==> src/rtl/tx_stream_arbiter.sv <==
// tx_stream_arbiter: packet-granular round-robin mux of NSRC AXI-stream sources onto one TX stream.
// Optional mid-packet stall timeout enabled by defining TX_ARB_TIMEOUT_EN.
module tx_stream_arbiter #(
  parameter int NSRC = 2,
  parameter int TIMEOUT_CYCLES = 1024
) (
  input  logic                 clk,
  input  logic                 rst,
  input  logic [NSRC-1:0]      s_tvalid,
  output logic [NSRC-1:0]      s_tready,
  input  logic [32*NSRC-1:0]   s_tdata,
  input  logic [4*NSRC-1:0]    s_tkeep,
  input  logic [NSRC-1:0]      s_tlast,
  input  logic                 o_tready,
  output logic                 o_tvalid,
  output logic [31:0]          o_tdata,
  output logic [3:0]           o_tkeep,
  output logic                 o_tlast,
  output logic [1:0]           grant_idx,
  output logic                 busy,
  output logic [15:0]          pkt_count,
  output logic                 timeout_err
);
  typedef enum logic {IDLE, PASS} state_t;
  state_t state;
  logic sel_valid, sel_last, found, xfer;
  logic [31:0] sel_data;
  logic [3:0] sel_keep;
  logic [1:0] winner;
  always_comb begin
    sel_valid = 1'b0;
    sel_last = 1'b0;
    sel_data = '0;
    sel_keep = '0;
    s_tready = '0;
    for (int i = 0; i < NSRC; i++) begin
      if (grant_idx == 2'(i)) begin
        sel_valid = s_tvalid[i];
        sel_last = s_tlast[i];
        sel_data = s_tdata[32*i +: 32];
        sel_keep = s_tkeep[4*i +: 4];
        s_tready[i] = busy & o_tready;
      end
    end
  end
  // search starts one past the last grant, so every source gets a turn
  always_comb begin
    winner = grant_idx;
    found = 1'b0;
    for (int k = 1; k <= NSRC; k++) begin
      if (!found && s_tvalid[(int'(grant_idx) + k) % NSRC]) begin
        winner = 2'((int'(grant_idx) + k) % NSRC);
        found = 1'b1;
      end
    end
  end
  assign busy = (state == PASS);
  assign o_tvalid = busy & sel_valid;
  assign o_tdata = o_tvalid ? sel_data : '0;
  assign o_tkeep = o_tvalid ? sel_keep : '0;
  assign o_tlast = o_tvalid & sel_last;
  assign xfer = o_tvalid & o_tready;
`ifdef TX_ARB_TIMEOUT_EN
  logic [15:0] stall;
  // only a silent granted source counts; downstream backpressure is legal
  always_ff @(posedge clk or posedge rst) begin
    if (rst) stall <= '0;
    else if (state != PASS || xfer) stall <= '0;
    else if (!sel_valid) stall <= stall + 16'd1;
  end
`else
  assign timeout_err = 1'b0;
`endif
  always_ff @(posedge clk or posedge rst) begin
    if (rst) begin
      state <= IDLE;
      grant_idx <= 2'(NSRC - 1);
      pkt_count <= '0;
`ifdef TX_ARB_TIMEOUT_EN
      timeout_err <= 1'b0;
`endif
    end else if (state == IDLE) begin
      if (found) begin
        grant_idx <= winner;
        state <= PASS;
      end
    end else if (xfer && o_tlast) begin
      state <= IDLE;
      pkt_count <= pkt_count + 16'd1;
    end
`ifdef TX_ARB_TIMEOUT_EN
    else if (!sel_valid && stall == 16'(TIMEOUT_CYCLES - 1)) begin
      state <= IDLE;
      timeout_err <= 1'b1;
    end
`endif
  end
endmodule
==> config.mk <==
export PLATFORM = sky130hd
export DESIGN_NAME = tx_stream_arbiter
export DESIGN_NICKNAME = d
export VERILOG_FILES = /design/src/rtl/tx_stream_arbiter.sv
export SDC_FILE = /design/constraint.sdc
export NUM_CORES = 1
export LEC_CHECK = 0
export CAP_MARGIN = 5
export CORE_ASPECT_RATIO = 0.8
export CORE_MARGIN = 5
export CORE_UTILIZATION = 30
export DETAILED_ROUTE_END_ITERATION = 12
export GPL_TIMING_DRIVEN = 0
export HOLD_SLACK_MARGIN = 0.03
export MAX_ROUTING_LAYER = met4
export PLACE_DENSITY = 0.81
export SETUP_SLACK_MARGIN = 0.4
export SLEW_MARGIN = 20
export SYNTH_ARGS = -nofsm -noshare
export SYNTH_HDL_FRONTEND = slang
export SYNTH_SLANG_ARGS = --single-unit
==> constraint.sdc <==
create_clock -name clk -period 2.13 [get_ports clk]
set_input_delay 0.213 -clock clk [delete_from_list [all_inputs] [get_ports clk]]
set_output_delay 0.213 -clock clk [all_outputs]
set_load 0.005 [all_outputs]
==> summary.md, run 1 <==
| Metric | Value |
|---|---|
| Logic pwr share | approximately three quarters |
| PwrDens | between 800 and 900 nW/um2 |
| First-pass iteration count of the detailed router | 4 |
| Area Overhead vs Synth | 125% |
| VDD IR-drop max | 0.692 mV |
| Fillers | 364 |
| Max-slew violation count | 0 |
| Switching Share | 37.9% |
| Layout net count | 403 |
| Hold_ws | between 0.3 and 0.4 ns |
| Power, Total | 2.77 mW |
| H-Tree Level Count | 1 |
| Startpoint Class | flop |
| Post-synth top flop | dfrtp_1 |
| Initial antenna violation count | 0 |
| Most frequent cells after synthesis | nor2_1 (39), mux2i_1 (36), dfrtp_1 (17), xnor2_1 (13), nand2_1 (11) |
| GR Overflow Total | 0 |
| Dpl ws | -0.274 ns |
| Worst-case clock buffer depth | 2 |
| Placement Rows | 22 |
| Met3 Resource Use GR | 4.25% |
| Async SR Flop Fraction | 100% |
| Met2 capacity usage during global routing | 33.7% |
| Critical path peak fanout | 6 |
| Area occupied by multi-input gates | 1120 um2 |
| Register area share after synthesis | roughly a third |
| First-pass GRT wire length | 8.83 mm |
| Initial Util | 31.1% |
| CTS Buf Count | 3 |
| Rel. slew slack | a little under three fifths |
| Most common cell in the synthesized netlist | nor2_1 |
| Clock share of power | approximately 8.6% |
| Final Skew | 0.00275 ns |
| DP Cell Count | 360 |
| Core area | 4600 um2 |
| Fmax | slightly above 500 MHz |
| Setup slack after layout | 0.170 ns |
| YS warnings | 0 |
| CP Data Arrival Time | 1.75 ns |
| Sequential share of power | approximately 17% |
| RSZ-0062 raised after global routing | yes |
| Leak | 1.49 nW |
| Wirelength, routed | between 6 and 7 mm |
| Worst EP required | 1.92 ns |
| CTS root buffer | clkbuf_8 |
| Drt drc | 0 |
| Number of global-route vias before repair | 1778 |
| Mapped Cells | 163 |
| Vias per std cell | 4.58 |
| Outcome | finished clean |
| Hold-fix buffer count after cts | 0 |
| Total number of vias | 1749 |
| HPWL reported at the end of detailed placement | 4.74 mm |
| Gr busiest metal | met2 |
| Hold Crit Class | in2async |
| 1st-iter DRT viols | 32 |
| Yosys reg bits | 18 |
| Drt wl/cell | 16.5 um |
| Share of cells above drive strength 1 | 34.2% |
| # port buffers | around 140 |
| Die width | 87.2 um |
| Post-route ant nets | 0 |
| Crit path time final | 1.96 ns |
| Storage element area | 452 um2 |
| Count of non-filler cells in the finished layout | 382 |
| Met1 Resource Use GR | approximately 20% |
| TritonCTS clock tree | done |
| Gr usage total | 18.3% |
| Final setup fails | 0 |
| Mapped Area | 1430 um2 |
| Post-synth EDFFs | 0 |
| Die Area | 6250 um2 |
| Synth area leader | dfrtp_1 |
| Clk_lat worst skew | roughly 0.25 ns |
| Area contributors post-synth | dfrtp_1 (30%), mux2i_1 (25%), nor2_1 (10%) |
| GPL Wtd Cong | between 0.7 and 0.8 |
| Internal cell power | 1.72 mW |
| ANT cells | 0 |
| Setup TNS | 0 ns |
| Core Util, Final | around 70% |
| Tcrit/Tclk final | 92.0% |
| Hold Fails Final Rpt | 0 |
| Largest net degree at the start of global routing | 19 |
| Clk sinks | 18 |
| Crit Path Class | reg2out |
| Height of the die | 71.7 um |
| Worst setup EP type | output pin |
| Post-synth top area share | 29.8% |
| Max Cap Viol | 0 |
| Final instance area | ~3200 um2 |
| Average size of a mapped cell | 8.77 um2 |
| CTS clk-pin slew, worst paths | around 0.060 ns |
| Yosys cell types | 24 |
| Least-Margin Pin Slew | around 0.65 ns |
| Switching pwr | between 1 and 1.5 mW |
| I/O pin count | 139 |
| Area after DPL | 2870 um2 |
logic make-up after synthesis:
logic type               count (synthesis)  share of synthesized area, %
AND/OR/NAND/NOR                         68                          21.5
multiplexers                            38                          26.8
flip-flops                              18                          31.6
XOR/XNOR                                15                          9.19
buffers and inverters                   15                          5.08
AO/OA/AOI/OAI                            7                          4.64
adder cells (fa/ha/maj)                  1                         0.876
other                                    1                         0.262
worst max-delay path, stage by stage (launching register included):
cell and delay, ns:
dfstp_2 0.54, buf_6 0.12, mux2_4 0.35, nand2_8 0.09, buf_6 0.10, buf_8 0.12, nor2_2 0.05, buf_2 0.13
placed cells by master, fill, tap and decap left out, drive strengths merged:
| cell type | instances |
|---|---|
| nand3 | 3 |
| mux2i | 36 |
| nor2 | 39 |
| and3 | 3 |
| clkdlybuf4s50 | 96 |
| dlygate4sd2 | 2 |
| clkbuf | 8 |
| nand2 | 12 |
| dfstp | 1 |
| a211oi | 1 |
| a21oi | 4 |
| conb | 2 |
| xor2 | 2 |
| ha | 1 |
| a31oi | 1 |
| inv | 4 |
| and2 | 2 |
| dfrtp | 17 |
| a2111oi | 1 |
| xnor2 | 13 |
| nand4 | 7 |
| nor3 | 2 |
| buf | 62 |
| mux2 | 2 |
| nand3b | 1 |
power groups by stage:
stage,Sequential (mW),Combinational (mW),Clock (mW)
final,0.460,2.07,0.239
after global routing,0.471,2.21,0.253
after CTS,0.460,1.79,0.245
after detailed placement,0.463,1.62,0
after global placement,0.462,1.61,0
after floorplan,0.462,0.757,0
final timing paths:
path	startpoint	cells after the start	end	slack (ns)
setup / recovery	grant_idx[0]	7	o_tdata[23]	0.17
hold / removal	rst	2	pkt_count[1]	0.35
setup reg to reg	grant_idx[0]	7	pkt_count[10]	0.30
hold reg to reg	pkt_count[15]	1	pkt_count[15]	0.47
max in group asynchronous	rst	2	pkt_count[9]	1.36
min in group clk	pkt_count[15]	1	pkt_count[15]	0.47
layer usage:
layer  wire (um)  part of all wire (%)
met1        2320                    37
met2        3510                    56
met3         341                   5.4
met4         117                   1.9
met5           0                     0
state kept, by name (all words and copies together), names as in the netlist:
register / cells
grant_idx: 1
pkt_count: 16
busy: 1
area by class of cell:
class,instances,area share [%]
buffer,11,4.40
clock buffer,4,1.40
inverter,4,0.467
multi-input combinational,132,34.9
sequential,18,14.0
tap,60,2.33
timing repair buffer,153,42.5
what timing repair did:
item | in CTS | in global routing
setup buffers | 10 | 3
pin swaps | 33 | 8
gates cloned | 4 | 1
gates resized for setup | 202 | 41
setup endpoints to repair | 49 | 47
(Power assumes the default switching activity.)
==> inputs of run 2 (changes only) <==
ABC_AREA = 1   (was default)
CORE_UTILIZATION = 33   (was 30)
PLACE_DENSITY = 0.82   (was 0.81)
==> summary.md, run 2 <==
| Metric | Value |
|---|---|
| Post-synth EDFFs | 0 |
| Reg2Reg Depth | 11 |
| Height of the die | 73.3 um |
| Fmax | 531 MHz |
| Least-Margin Pin Slew | 0.696 ns |
| Wirelength, routed | between 8 and 9 mm |
| Hold_ws | around 0.36 ns |
| Met2 routed WL | approximately 4.5 mm |
| Crit Path Class | reg2out |
| CTS clk-pin slew, worst paths | about 0.07 ns |
| I/O pin count | 139 |
| Max-slew violation count | 0 |
| Count of non-filler cells in the finished layout | 522 |
| Initial Util | 33.6% |
| Average size of a mapped cell | 5.63 um2 |
| Max Used Layer | met4 |
| Post-synth top area share | 34.9% |
| Commonest cells after routing, fill and taps aside | nand2_1 (153), clkdlybuf4s50_1 (96), buf_2 (39) |
| Largest net degree at the start of global routing | 19 |
| Core area | between 4000 and 5000 um2 |
| Area contributors post-synth | nand2_1 (35%), dfrtp_1 (26%), a21oi_1 (11%) |
| GR Overflow Total | 0 |
| 1st-iter DRT viols | 118 |
| Most common cell in the synthesized netlist | nand2_1 |
| Placement Rows | 23 |
| Worst setup EP type | output pin |
| Gr usage total | between 20% and 30% |
| Worst reg-to-reg setup slack | roughly 0.45 ns |
| Drt wl/cell | between 15 and 20 um |
| Startpoint Class | flop |
| WL met3 | approximately 380 um |
| Crit path time final | 1.88 ns |
| GPL Wtd Cong | 0.877 |
| Register area share after synthesis | 27.3% |
| Dpl ws | -0.169 ns |
| # port buffers | 136 |
| Critical R2R Launch | grant_idx[0] |
| Setup slack after layout | 0.247 ns |
| Post-route ant nets | 0 |
| Sequential share of power | 13.6% |
| Worst-case clock buffer depth | 2 |
| HPWL reported at the end of detailed placement | 5.66 mm |
| Mapped Area | 1650 um2 |
| M1 WL | approximately 3.3 mm |
| Die width | just under 90 um |
| Reg-to-Reg End | pkt_count[0] |
| Hold Crit Class | in2async |
| First-pass iteration count of the detailed router | 4 |
| Simple-Gate Fraction of Synth Area | 47.4% |
| YS warnings | 0 |
| Switching pwr | 1.44 mW |
| PwrDens | 962 nW/um2 |
| Compound-Gate Fraction of Synth Area | roughly an eighth |
| Largest family of logic cells by synthesized area | simple AND/OR/NAND/NOR gates |
| Top reg by flops | pkt_count |
| DP Cell Count | 493 |
| Switching Share | 43.2% |
| Async SR Flop Fraction | between 90% and 100% |
| Synth Area in XOR/XNOR | 3.71% |
| CTS Buf Count | 3 |
| Most frequent cells after synthesis | nand2_1 (154), a21oi_1 (36), nor2_1 (20), dfrtp_1 (17), inv_1 (16) |
| CP Data Arrival Time | between 1.5 and 2 ns |
| Clock share of power | 8.6% |
| Adder-Cell Fraction of Synth Area | less than 1% |
| Clk_lat worst skew | ~0.26 ns |
| Area Overhead vs Synth | 110% |
| Outcome | finished clean |
| First-pass GRT wire length | 11.2 mm |
| Share of cells above drive strength 1 | 27.6% |
| Number of global-route vias before repair | roughly 2300 |
| Layout net count | between 500 and 600 |
| Largest register FFs | 16 |
| Mapped Cells | 294 |
| Worst EP required | around 1.9 ns |
| Initial antenna violation count | 0 |
| Drt drc | 0 |
| Hold-fix buffer count after cts | 0 |
| H-Tree Level Count | 1 |
| Tcrit/Tclk final | about 88% |
| Total number of vias | 2579 |
| CTS root buffer | clkbuf_8 |
| Internal cell power | between 1.5 and 2 mW |
| Logic pwr share | between 70% and 80% |
| Post-synth top flop | dfrtp_1 |
| RSZ-0062 raised after global routing | yes |
| Critical path peak fanout | 8 |
| Final setup fails | 0 |
| Final Skew | 0.00226 ns |
| Vias per std cell | 4.94 |
| Power, Total | 3.34 mW |
| Clk sinks | 18 |
| VDD IR-drop max | 0.645 mV |
| Core Util, Final | 70.6% |
| Max Cap Viol | 0 |
| Multiplexer area fraction after synthesis | 0% |
| Hold Fails Final Rpt | 0 |
| Commonest non-fill, non-tap cell in the layout | nand2_1 |
| Synth area leader | nand2_1 |
| TritonCTS clock tree | done |
| Rel. slew slack | roughly 54% |
| Leak | 1.62 nW |
| Yosys reg bits | 18 |
| ANT cells | 0 |
| Yosys cell types | 24 |
| Die Area | 6540 um2 |
==> run 2: cell count changes in the layout (fill, tap and decap cells not counted), sizes merged, moves of 2 or more <==
cell / delta
nand2: +143
inv: +13
mux2: -2
buf: +11
nand3: +9
nand4: -3
clkbuf: +3
xnor2: -8
and3: -3
a21oi: +32
o21ai: +2
mux2i: -36
nor2: -16
and2: -2
==> run 2: per-stage QoR <==
stage | TNS [ns] | area [um2]
3_3_place_gp | -2.10 | 3100
5_1_grt | 0 | 3470
3_5_place_dp | -2.86 | 3100
6_report | 0 | 3470
2_1_floorplan | 0 | 1660
4_1_cts | 0 | 3260
==> run 2: critical path, stage by stage (launching register included) <==
cell     delay, ns
dfstp_2       0.57
inv_2         0.05
nand2_2       0.05
nand3_2       0.08
buf_8         0.17
buf_8         0.13
buf_4         0.13
a21oi_2       0.10
buf_2         0.13
==> run 2: cell families (layout without fill, tap and decap cells) <==
family          count (synthesis)  count (layout)
xor+xnor                        7               7
simple gates                  195             195
compound gates                 39              39
buf+inv                        33             198
fa+ha+maj                       1               1
flops                          18              18
other cells                     1               2
==> run 2: final cells by class <==
| class | instances | area [um2] |
|---|---|---|
| inverters | 17 | 63.8 |
| clock buffers | 4 | 55.1 |
| repair buffers | 161 | 1440 |
| fillers | 384 | 1450 |
| multi-input cells | 244 | 1220 |
| well taps | 62 | 77.6 |
| plain buffers | 16 | 164 |
| flip-flops and latches | 18 | 452 |
==> run 2: metal layers <==
metal  global-route usage, %  up-vias
met1                    27.0     1206
li1                        -     1251
met2                    40.0       98
met4                    5.12        0
met3                    3.03       24
met5                       -        -
==> run 2: power groups by stage <==
stage / Sequential [mW] / Clock, mW / Combinational [mW]
2_1_floorplan: 0.453 / 0 / 0.825
3_3_place_gp: 0.461 / 0 / 1.90
3_5_place_dp: 0.464 / 0 / 1.91
4_1_cts: 0.452 / 0.288 / 2.13
5_1_grt: 0.463 / 0.298 / 2.79
6_report: 0.456 / 0.286 / 2.60
==> run 2: what timing repair did <==
action                     CTS  global route
resized for setup          176            63
pin swaps                    1             1
cloned                       3             4
setup buffers               13             5
setup endpoints to repair   40            52
==> run 2: how the worst max path moves through the flow <==
| stage | start | end | slack (ns) | cells after the start |
|---|---|---|---|---|
| finish | grant_idx[0] | o_tdata[7] | 0.25 | 8 |
| global route | grant_idx[0] | o_tdata[20] | 0.20 | 8 |
| CTS | grant_idx[0] | o_tdata[4] | 0.25 | 7 |
| detailed placement | s_tvalid[0] | o_tdata[28] | -0.17 | 8 |
| global placement | s_tvalid[1] | o_tdata[28] | -0.15 | 8 |
| floorplan | grant_idx[0] | o_tdata[25] | 0.66 | 4 |
